--- src/rtl/if_stage_pkg.sv ---
// Shared CPU definitions for the fetch stage: opcode of HALT, datapath
// widths, the NOP encoding and the fetch FSM state type.
package if_stage_pkg;

  localparam int unsigned INSTR_W = 16;
  localparam int unsigned PC_W    = 16;

  localparam logic [3:0]         OP_HALT = 4'b1111;
  localparam logic [INSTR_W-1:0] NOP     = 16'h0000;

  typedef enum logic [0:0] {
    RUN    = 1'b0,
    HALTED = 1'b1
  } fetch_state_t;

  function automatic logic is_halt_op(input logic [INSTR_W-1:0] instr);
    return instr[INSTR_W-1 -: 4] == OP_HALT;
  endfunction

endpackage

--- src/rtl/if_stage_pc_reg.sv ---
// pc_reg: program counter register.
//   clk, rst  : clock, synchronous active-high reset (loads RESET_PC)
//   load      : load load_pc (highest priority after reset)
//   load_pc   : redirect address
//   inc       : advance by PC_STEP (modulo 2^PC_W)
//   pc        : current PC
//   pc_plus   : pc + PC_STEP, combinational
module pc_reg
  import if_stage_pkg::*;
#(
  parameter logic [PC_W-1:0] RESET_PC = '0,
  parameter int unsigned     PC_STEP  = 2
) (
  input  logic            clk,
  input  logic            rst,
  input  logic            load,
  input  logic [PC_W-1:0] load_pc,
  input  logic            inc,
  output logic [PC_W-1:0] pc,
  output logic [PC_W-1:0] pc_plus
);

  assign pc_plus = pc + PC_W'(PC_STEP);

  always_ff @(posedge clk) begin
    if (rst)       pc <= RESET_PC;
    else if (load) pc <= load_pc;
    else if (inc)  pc <= pc_plus;
  end

endmodule

--- src/rtl/if_stage.sv ---
// if_stage: instruction fetch stage with IF/ID pipeline register.
//   clk, rst      : clock, synchronous active-high reset
//   PCWrite       : 0 holds the PC (hazard stall)
//   IFIDWrite     : 0 holds the IF/ID register and fetch counter
//   branchTaken   : redirect fetch to branchTarget and flush IF/ID
//   branchTarget  : redirect address
//   imemData      : instruction word at imemAddr (combinational memory)
//   imemAddr      : current PC
//   ifidInstr     : registered instruction for ID
//   ifidPCPlus    : registered PC+PC_STEP of that instruction
//   ifidValid     : 1 = real instruction, 0 = bubble
//   cpuHalted     : 1 once fetch has stopped on HALT
//   fetchCount    : saturating count of instructions accepted into IF/ID
module if_stage
  import if_stage_pkg::*;
#(
  parameter logic [PC_W-1:0] RESET_PC = 16'h0000,
  parameter int unsigned     PC_STEP  = 2
) (
  input  logic               clk,
  input  logic               rst,
  input  logic               PCWrite,
  input  logic               IFIDWrite,
  input  logic               branchTaken,
  input  logic [PC_W-1:0]    branchTarget,
  input  logic [INSTR_W-1:0] imemData,
  output logic [PC_W-1:0]    imemAddr,
  output logic [INSTR_W-1:0] ifidInstr,
  output logic [PC_W-1:0]    ifidPCPlus,
  output logic               ifidValid,
  output logic               cpuHalted,
  output logic [15:0]        fetchCount
);

  fetch_state_t    state;
  logic [PC_W-1:0] pc;
  logic [PC_W-1:0] pc_plus;
  logic            halt_word;
  logic            running;
  logic            pc_inc;

  assign halt_word = is_halt_op(imemData);
  assign running   = (state == RUN) && !branchTaken;
  // A HALT word never advances the PC: if IF/ID is stalled it must be
  // seen again next cycle, and once accepted fetch stops on it.
  assign pc_inc    = running && PCWrite && !halt_word;
  assign imemAddr  = pc;

  pc_reg #(
    .RESET_PC (RESET_PC),
    .PC_STEP  (PC_STEP)
  ) u_pc_reg (
    .clk     (clk),
    .rst     (rst),
    .load    (branchTaken),
    .load_pc (branchTarget),
    .inc     (pc_inc),
    .pc      (pc),
    .pc_plus (pc_plus)
  );

  always_ff @(posedge clk) begin
    if (rst) begin
      state      <= RUN;
      cpuHalted  <= 1'b0;
      ifidInstr  <= NOP;
      ifidPCPlus <= '0;
      ifidValid  <= 1'b0;
      fetchCount <= '0;
    end else if (branchTaken) begin
      state     <= RUN;
      cpuHalted <= 1'b0;
      ifidInstr <= NOP;
      ifidValid <= 1'b0;
    end else if (state == HALTED) begin
      if (IFIDWrite) ifidValid <= 1'b0;
    end else if (IFIDWrite) begin
      ifidInstr  <= imemData;
      ifidPCPlus <= pc_plus;
      ifidValid  <= 1'b1;
      if (fetchCount != '1) fetchCount <= fetchCount + 16'd1;
      if (halt_word) begin
        state     <= HALTED;
        cpuHalted <= 1'b1;
      end
    end
  end

endmodule

--- config.mk ---
export PLATFORM = sky130hd
export DESIGN_NAME = if_stage
export DESIGN_NICKNAME = d
export VERILOG_FILES = /design/src/rtl/if_stage_pkg.sv /design/src/rtl/if_stage_pc_reg.sv /design/src/rtl/if_stage.sv
export SDC_FILE = /design/constraint.sdc
export NUM_CORES = 1
export LEC_CHECK = 0
export ABC_AREA = 1
export CAP_MARGIN = 30
export CORE_ASPECT_RATIO = 1.2
export CORE_MARGIN = 5
export CORE_UTILIZATION = 40
export DETAILED_ROUTE_END_ITERATION = 10
export DONT_BUFFER_PORTS = 1
export GPL_TIMING_DRIVEN = 0
export PLACE_DENSITY = 0.59
export SLEW_MARGIN = 10
export SYNTH_ARGS = -nofsm -noshare
export SYNTH_HDL_FRONTEND = slang
export SYNTH_HIERARCHICAL = 1
export SYNTH_SLANG_ARGS = --single-unit
--- constraint.sdc ---
create_clock -name clk -period 4.4 [get_ports clk]
set_input_delay 0.44 -clock clk [delete_from_list [all_inputs] [get_ports clk]]
set_output_delay 0.44 -clock clk [all_outputs]
set_load 0.05 [all_outputs]
==> reports/metrics.cfg <==
[run_status]
run_status=finished clean

[routing]
drt-vias-per-instance=5.08
drtIter0Drc=100
wl_per_cell_um=14.7
drc=0
drt_pre_antenna_iters=4
postRouteAntennaNets=0
wl_um=8270
vias=2852

[logic_synthesis]
yosysWarnings=6
synth_edf_count=0
synth_seq_cells=67
synthArstFlopShare_pct=0
yosysSeqAreaShare_pct=41.3
syn-instance-count=450
yosys.cell_types.count=37
synthesis.area_um2=3250
avgSynthCellArea_um2=7.22
syn_nets=489
synthFlopType=dfxtp_1

[timing]
timing.setup.tns_ns=0
fin_crit_sh_pct=45.9
fin_crit_ns=2.02
rsz0062_at_grt=no
clock_skew_ns=0.00783
worst_slew_pin_slew_ns=0.747
relSlewSlack_pct=50.1
drv_slew=0
setup_viol=0
fin_ws_ns=2.38
timing.fmax_ghz=0.495
report.final.hold_viol_count=0

[worst_setup_path]
cp_max_fo=5
worstPathCellList=ha_1 -> nand3_2 -> nor2_2 -> nand3_1 -> nand2_1 -> nand2_1 -> o21ai_0 -> nor2_1
critical_path_required_ns=4.64
crit_path_top_delay_cell=dfxtp_1
worst_setup_path_end_kind=register
slowest_delay_ns=0.73
cp.arrival_ns=2.26
worst_setup_path_start_kind=register
critPathMostFrequentCell=nand2_1
crit_type=reg -> reg

[power]
total_leakage_power_nw=1.42
ir_drop_mv=0.231
power_density_nw_per_um2=401

[clocking]
ctsResizeCount=0
worstSkewPairLatency_ns=0.34
cts.sinks=67
numCtsBuffers=9
cts.repair_timing.setup_buffer_count=0
clockBufferDepth=2
clk_pin_slew_ns=0.08
cts-root-buf=clkbuf_8
cts_tree=built
h-tree-depth=3
cts_hold_buffers=0

[layout]
nets=500
final_core_util_pct=44.9
n_antenna_cell=0
drive_gt1_share_pct=15.0
syn2layout_area_growth_pct=10.6
fill_cells=834
fin_cells=561

[global_routing]
grt_pass1_vias=2689
grt_usage_pct=16.8
grt_pass1_wl_um=13200
grt_overflow=0
antenna_found_initial=0
grt_max_degree=13

[worst_hold_path]
hold_path_class=in -> reg

[job]
cap_viol_max_count=0

[placed_design]
dp_cells=545
gp_congestion=0.792
pre_cts_slack_ns=2.38
dp_hpwl_um=6350
io_buffers=0

[floorplanning]
coreArea_um2=8020
dieWidth_um=92.3
die_area_um2=10000
io_pins=103
initial_utilization_pct=40.5
fp-row-count=36
die_h_um=109

==> layout make-up <==
class                   instances  area [µm²]  share of cell area (%)
plain buffers                  16        78.8                    2.19
clock inverters                 6        88.8                    2.47
clock buffers                  10         138                    3.83
multi-input cells             332        1700                    47.1
well taps                      95         119                    3.31
inverters                      35         135                    3.76
flip-flops and latches         67        1340                    37.3
==> kinds of logic (layout without fill, tap and decap cells) <==
group                    count (synthesis)  count (layout)  synth area share, %
XOR/XNOR                                12              12                 3.93
AO/OA/AOI/OAI                           78              78                 13.7
AND/OR/NAND/NOR                        240             240                 33.7
flip-flops                              67              67                 41.3
adder cells (fa/ha/maj)                  2               2                0.770
buffers and inverters                   51              67                 6.58
==> where the power goes <==
| part | leakage [nW] | internal [mW] | switching (mW) |
|---|---|---|---|
| clock | 0.108 | 0.334 | 0.251 |
| combinational | 0.759 | 0.0384 | 0.0639 |
| sequential | 0.548 | 0.632 | 0.122 |
==> critical path, delay by kind of cell, from the launching register on <==
family / cells / cell delay (ns)
and+or+nand+nor: 6 / 0.67
DFF: 1 / 0.73
adders and majority gates: 1 / 0.31
AOI/OAI and AO/OA: 1 / 0.19
==> synthesized netlist by cell type, types with 2 or more instances <==
master / instances / area (µm²)
nor2_1: 90 / 338
nand2_1: 89 / 334
dfxtp_1: 67 / 1340
o21ai_0: 29 / 145
inv_1: 28 / 105
a21oi_1: 21 / 105
nand3_1: 18 / 90.1
nor2_2: 11 / 68.8
a22oi_1: 10 / 75.1
nand4_1: 8 / 50.1
o21ai_1: 8 / 40.0
clkbuf_1: 7 / 26.3
nand2_2: 7 / 43.8
buf_2: 6 / 30.0
xor2_1: 6 / 52.6
inv_2: 5 / 18.8
nand2_4: 4 / 45.0
nor2_4: 4 / 45.0
a21oi_2: 3 / 26.3
a31oi_1: 3 / 18.8
and2_1: 3 / 18.8
nand3_2: 3 / 30.0
xnor2_1: 3 / 26.3
a31o_2: 2 / 17.5
ha_1: 2 / 25.0
xnor2_2: 2 / 32.5
==> path summary, 6_finish.rpt <==
kind         slack [ns]              to  depth (start not counted)            from
min                0.23    ifidInstr[8]                          2     imemData[8]
min reg2reg        0.55           state                          2           state
max reg2reg        2.38  ifidPCPlus[15]                          8  u_pc_reg/pc[1]
max                2.38  ifidPCPlus[15]                          8  u_pc_reg/pc[1]
==> stage by stage <==
stage	cell area (µm²)	power, mW	hold WS [ns]
finish	3600	1.44	0.228
global route	3600	1.50	0.210
global placement	3370	0.871	0.540
CTS	3600	1.46	0.208
detailed placement	3370	0.873	0.543
floorplan	3250	0.841	0.525
==> cell usage in the layout, fill, tap and decap left out, drive strengths merged, types with 9 or more instances in the layout <==
master  count
o21ai      37
buf         9
a21oi      24
nand2     100
dfxtp      67
clkbuf     17
nand3      21
a22oi      10
nor2      106
inv        34
==> metal layers <==
layer  part of all wire (%)  global-route usage, %
met5                      0                      0
met4                    2.3                   7.43
met3                    7.7                   7.32
met2                     47                   26.4
met1                     43                   19.9
Power figures use the tool's default switching activity.
